==> config.mk <==
export PLATFORM = sky130hd
export DESIGN_NAME = store_buffer
export DESIGN_NICKNAME = d
export VERILOG_FILES = /design/src/rtl/store_buffer.sv
export SDC_FILE = /design/constraint.sdc
export NUM_CORES = 1
export LEC_CHECK = 0
export ABC_AREA = 1
export ABC_CLOCK_PERIOD_IN_PS = 7000
export CAP_MARGIN = 20
export CORE_MARGIN = 8
export CORE_UTILIZATION = 50
export DETAILED_ROUTE_END_ITERATION = 8
export HOLD_SLACK_MARGIN = 0.15
export PLACE_DENSITY = 0.7
export SLEW_MARGIN = 20
export SYNTH_ARGS = -nofsm -noshare
export SYNTH_HDL_FRONTEND = slang
export SYNTH_SLANG_ARGS = --single-unit
==> constraint.sdc <==
create_clock -name clk -period 7 [get_ports clk]
set_input_delay 1.05 -clock clk [delete_from_list [all_inputs] [get_ports clk]]
set_output_delay 1.05 -clock clk [all_outputs]
set_load 0.005 [all_outputs]
==> src/rtl/store_buffer.sv <==
// Store buffer: aligns SB/SH/SW stores into byte-lane words and drains
// them in order to data memory, splitting word-crossing stores in two.
module store_buffer #(
    parameter int ADDR_WIDTH = 32,
    parameter int DATA_WIDTH = 32,
    parameter int DEPTH      = 4
) (
    input  logic                    clk,
    input  logic                    rst,
    input  logic                    st_valid,
    output logic                    st_ready,
    input  logic [2:0]              st_addr_mode,
    input  logic [ADDR_WIDTH-1:0]   st_addr,
    input  logic [DATA_WIDTH-1:0]   st_data,
    output logic                    mem_write_en,
    output logic [ADDR_WIDTH-1:0]   mem_addr,
    output logic [3:0]              mem_byte_en,
    output logic [DATA_WIDTH-1:0]   mem_write_data,
    input  logic                    mem_ack,
    output logic                    empty,
    output logic [$clog2(DEPTH):0]  count
);

    localparam int PW = $clog2(DEPTH);
    localparam int CW = PW + 1;

    localparam logic [2:0] MODE_B  = 3'b000;
    localparam logic [2:0] MODE_H  = 3'b001;
    localparam logic [2:0] MODE_W  = 3'b010;
    localparam logic [2:0] MODE_BU = 3'b100;
    localparam logic [2:0] MODE_HU = 3'b101;

    typedef enum logic [1:0] {IDLE, WR_LO, WR_HI} state_t;

    state_t state, next;

    logic [ADDR_WIDTH-1:0]   addr_q [DEPTH];
    logic [7:0]              mask_q [DEPTH];
    logic [2*DATA_WIDTH-1:0] data_q [DEPTH];

    logic [PW-1:0] wr_ptr, rd_ptr;

    logic [3:0]              size_mask;
    logic                    mode_ok;
    logic [1:0]              off;
    logic [DATA_WIDTH-1:0]   lane_keep;
    logic [7:0]              st_mask;
    logic [2*DATA_WIDTH-1:0] st_wide;
    logic [ADDR_WIDTH-1:0]   st_waddr;
    logic                    push, pop;

    logic [ADDR_WIDTH-1:0]   head_addr;
    logic [7:0]              head_mask;
    logic [2*DATA_WIDTH-1:0] head_data;

    always_comb begin
        size_mask = 4'b0000;
        mode_ok   = 1'b0;
        unique case (st_addr_mode)
            MODE_B, MODE_BU: begin
                size_mask = 4'b0001;
                mode_ok   = 1'b1;
            end
            MODE_H, MODE_HU: begin
                size_mask = 4'b0011;
                mode_ok   = 1'b1;
            end
            MODE_W: begin
                size_mask = 4'b1111;
                mode_ok   = 1'b1;
            end
            default: ;
        endcase
    end

    // Bytes beyond the store size are cleared before shifting into lanes
    assign off       = st_addr[1:0];
    assign lane_keep = {{8{size_mask[3]}}, {8{size_mask[2]}},
                        {8{size_mask[1]}}, {8{size_mask[0]}}};
    assign st_mask   = {4'b0000, size_mask} << off;
    assign st_wide   = {{DATA_WIDTH{1'b0}}, st_data & lane_keep}
                       << {off, 3'b000};
    assign st_waddr  = {st_addr[ADDR_WIDTH-1:2], 2'b00};

    assign st_ready  = count < CW'(DEPTH);
    assign push      = st_valid && st_ready && mode_ok;
    assign empty     = (count == '0) && (state == IDLE);

    assign head_addr = addr_q[rd_ptr];
    assign head_mask = mask_q[rd_ptr];
    assign head_data = data_q[rd_ptr];

    always_ff @(posedge clk) begin
        if (push) begin
            addr_q[wr_ptr] <= st_waddr;
            mask_q[wr_ptr] <= st_mask;
            data_q[wr_ptr] <= st_wide;
        end
    end

    always_ff @(posedge clk or posedge rst) begin
        if (rst) begin
            state  <= IDLE;
            wr_ptr <= '0;
            rd_ptr <= '0;
            count  <= '0;
        end else begin
            state <= next;
            if (push)
                wr_ptr <= wr_ptr + 1'b1;
            if (pop)
                rd_ptr <= rd_ptr + 1'b1;
            count <= count + CW'(push) - CW'(pop);
        end
    end

    always_comb begin
        next           = state;
        pop            = 1'b0;
        mem_write_en   = 1'b0;
        mem_addr       = '0;
        mem_byte_en    = 4'b0000;
        mem_write_data = '0;
        unique case (state)
            IDLE: begin
                if (count != '0)
                    next = WR_LO;
            end
            WR_LO: begin
                mem_write_en   = 1'b1;
                mem_addr       = head_addr;
                mem_byte_en    = head_mask[3:0];
                mem_write_data = head_data[DATA_WIDTH-1:0];
                if (mem_ack) begin
                    if (head_mask[7:4] != 4'b0000) begin
                        next = WR_HI;
                    end else begin
                        pop  = 1'b1;
                        next = (count > CW'(1)) ? WR_LO : IDLE;
                    end
                end
            end
            WR_HI: begin
                mem_write_en   = 1'b1;
                mem_addr       = head_addr + ADDR_WIDTH'(4);
                mem_byte_en    = head_mask[7:4];
                mem_write_data = head_data[2*DATA_WIDTH-1:DATA_WIDTH];
                if (mem_ack) begin
                    pop  = 1'b1;
                    next = (count > CW'(1)) ? WR_LO : IDLE;
                end
            end
            default: next = IDLE;
        endcase
    end

`ifndef SYNTHESIS
    always @(posedge clk) begin
        if (!rst && st_valid && st_ready && !mode_ok)
            $warning("store_buffer: bad addr_mode %b, store dropped",
                     st_addr_mode);
    end
`endif

endmodule

==> results.sh <==
export IMPL_pre_cts_slack_ns=2.464
export IMPL_drive_above_1_share_pct=7.422
export IMPL_power_mw=7.862
export IMPL_postCtsSetupRepairBufs=0
export IMPL_viasPerCell=5.707
export IMPL_yosysMostFrequentCell="edfxtp_1"
export IMPL_critPathMaxFanout=26
export IMPL_yosysUniqueCellTypes=38
export IMPL_core_area_sq_um=34200
export IMPL_critPathMaxStageDelay_ns=0.71
export IMPL_cpMaxStageDelayCell="ha_1"
export IMPL_clk_latency_ns=0.54
export IMPL_synth_edff_count=372
export IMPL_numCtsBuffers=40
export IMPL_async_flop_share_pct=2.362
export IMPL_cts_sinks=381
export IMPL_start_util_pct=50.18
export IMPL_num_antenna_cells=0
export IMPL_ys_flop_type="edfxtp_1"
export IMPL_cts_root_buf="clkbuf_16"
export IMPL_firstDrtPassIters=6
export IMPL_syn_area_per_cell_sq_um=10.76
export IMPL_place_port_buffers=142
export IMPL_drt_initial_drc_count=1237
export IMPL_path_buf_inv=4
export IMPL_totalWireLength_mm=44.10
export IMPL_syn2layout_area_growth_pct=18.24
export IMPL_die_area_sq_um=40510
export IMPL_placement_cell_area_sq_um=18940
export IMPL_rsz0062_at_grt="no"
export IMPL_fin_ws_ns=1.873
export IMPL_hold_viol=0
export IMPL_cts_resized=0
export IMPL_die_y_um=201.3
export IMPL_synth_top_cell_area_share_pct=65.09
export IMPL_period_minus_slack_ns=5.127
export IMPL_ant_nets=0
export IMPL_setup_viol_count_final=0
export IMPL_ys_top_cells_by_count="edfxtp_1, nand2_1, nor2_1"
export IMPL_io_pins=145
export IMPL_ys_seq_area_share_pct=66.40
export IMPL_powerDensity_nw_per_um2=387.4
export IMPL_start_kind="flip-flop"
export IMPL_wl_per_cell_um=20.11
export IMPL_place_hpwl_mm=26.98
export IMPL_critical_path_class="reg -> out"
export IMPL_tightest_slew_ns=1.005
export IMPL_place_congestion=0.9233
export IMPL_clockBufferDepth=3
export IMPL_track_usage_pct=21.20
export IMPL_p_leak_nw=7.292
export IMPL_synth_cells=1595
export IMPL_utilization_pct=59.33
export IMPL_worst_path_most_repeated_cell="nand2_1"
export IMPL_period_share_pct=73.25
export IMPL_yosysTopAreaCell="edfxtp_1"
export IMPL_vias=12516
export IMPL_fin_tns_setup_ns=0
export IMPL_synth_area_sq_um=17160
export IMPL_synth_seq_cells=381
export IMPL_ctsHoldBuffers=0
export IMPL_path_cells="inv_1, ha_1, nand2_1, clkinv_1, buf_4, nand2_1, o21ai_0, clkdlybuf4s50_1"
export IMPL_final_cell_area_sq_um=20290
export IMPL_vdd_drop_max_mv=0.2870
export IMPL_drv_cap=0
export IMPL_grt_pass1_vias=12191
export IMPL_crit_family="buffers and inverters"
export IMPL_ys_warn_count=0
export IMPL_grt_overflow_total=0
export IMPL_antenna_found_initial=0
export IMPL_die_x_um=201.3
export IMPL_worstHoldPathType="reg -> reg"
export IMPL_drc_errors=0
export IMPL_grt_max_degree=104
export IMPL_grt_first_pass_wirelength_mm=68.53
export IMPL_fmax_ghz=0.1950
export IMPL_arrival_ns=4.08
export IMPL_yosys_top_cells_area="edfxtp_1, nand2_1, nor2_1"
export IMPL_rows=68
export IMPL_cts_tree="done"
export IMPL_htree_levels=2
export IMPL_critPathCaptureType="output pin"
export IMPL_clk_pin_slew_ns=0.06
export IMPL_status="complete, no violations"
export IMPL_maxSlewViolCount=0
export IMPL_nNetsFinal=1793
export IMPL_clock_skew_ns=0.02355
export IMPL_slew_headroom_pct=33.01
export IMPL_required_ns=5.95
## routing by layer
layer	vias up	GRT usage (%)	share of wire, %	wire length (um)
met1	6013	28.39	42	18400
met3	86	3.506	7.9	3506
met4	0	6.705	2.6	1129
met2	599	35.08	48	21070
li1	5818	-	-	-
met5	-	0	0	0
## logic make-up after synthesis
kind of cell	synth area share, %
buffers and inverters	4.673
XOR/XNOR	0.2041
adder cells (fa/ha/maj)	1.064
AO/OA/AOI/OAI	10.36
multiplexers	0.05833
flip-flops	66.40
AND/OR/NAND/NOR	17.21
other	0.02185
## sequential cells by signal, summed over array words and instances, names as in the netlist
name / cells
addr_q: 120
count: 3
data_q: 224
mask_q: 28
rd_ptr: 2
state: 2
wr_ptr: 2
## final cells by class
| cell class | instances | area, sq um |
|---|---|---|
| Timing Repair Buffer | 156 | 1637 |
| Clock inverter | 30 | 314.1 |
| Fill cell | 2750 | 13910 |
| Clock buffer | 42 | 1008 |
| Tap cell | 455 | 569.3 |
| Multi-Input combinational cell | 1033 | 4997 |
| Sequential cell | 381 | 11400 |
| Inverter | 96 | 365.4 |
## path summary, 6_finish.rpt
kind / startpoint / slack [ns] / cells past startpoint / to
max reg2reg: rd_ptr[0] / 3.02 / 15 / count[2]
max: state[1] / 1.87 / 8 / mem_byte_en[0]
max in group asynchronous: rst / 5.83 / 2 / rd_ptr[1]
min in group asynchronous: rst / 0.81 / 2 / state[0]
min reg2reg: state[1] / 0.58 / 1 / state[1]
min: state[1] / 0.58 / 1 / state[1]
## placed cells by master (no fill, tap or decap), drive strengths merged, types with 14 or more instances in the layout
cell type      Yosys  layout
nand2            345     345
nor2             249     249
clkbuf            47      42
inv               93      94
clkinv             3      23
a22o              26      26
edfxtp           372     372
clkdlybuf4s50      0     142
nand3            104     104
buf               39      14
o22ai             70      70
o21ai            160     160
a21oi             31      31
## worst reg2reg max path: cells and delay by family, from the launching register on
| kind | cells | cell delay, ns |
|---|---|---|
| xor gates and xnor gates | 1 | 0.18 |
| adders and majority gates | 3 | 0.77 |
| buffers and inverters | 4 | 1.69 |
| DFF | 1 | 0.48 |
| and+or+nand+nor | 7 | 0.72 |
## metrics by stage
stage	hold WS, ns	cells
floorplan	0.5147	1596
global placement	0.5317	2118
detailed placement	0.5731	2120
CTS	0.5869	2192
global route	0.6043	2193
finish	0.5817	2193
## power breakdown
group / internal [mW] / switching [mW] / leakage (nW)
Clock: 1.27 / 0.850 / 0.636
Sequential: 2.71 / 0.0723 / 3.61
Combinational: 1.03 / 1.92 / 3.04
No activity file was read; power rests on OpenSTA's default activity.
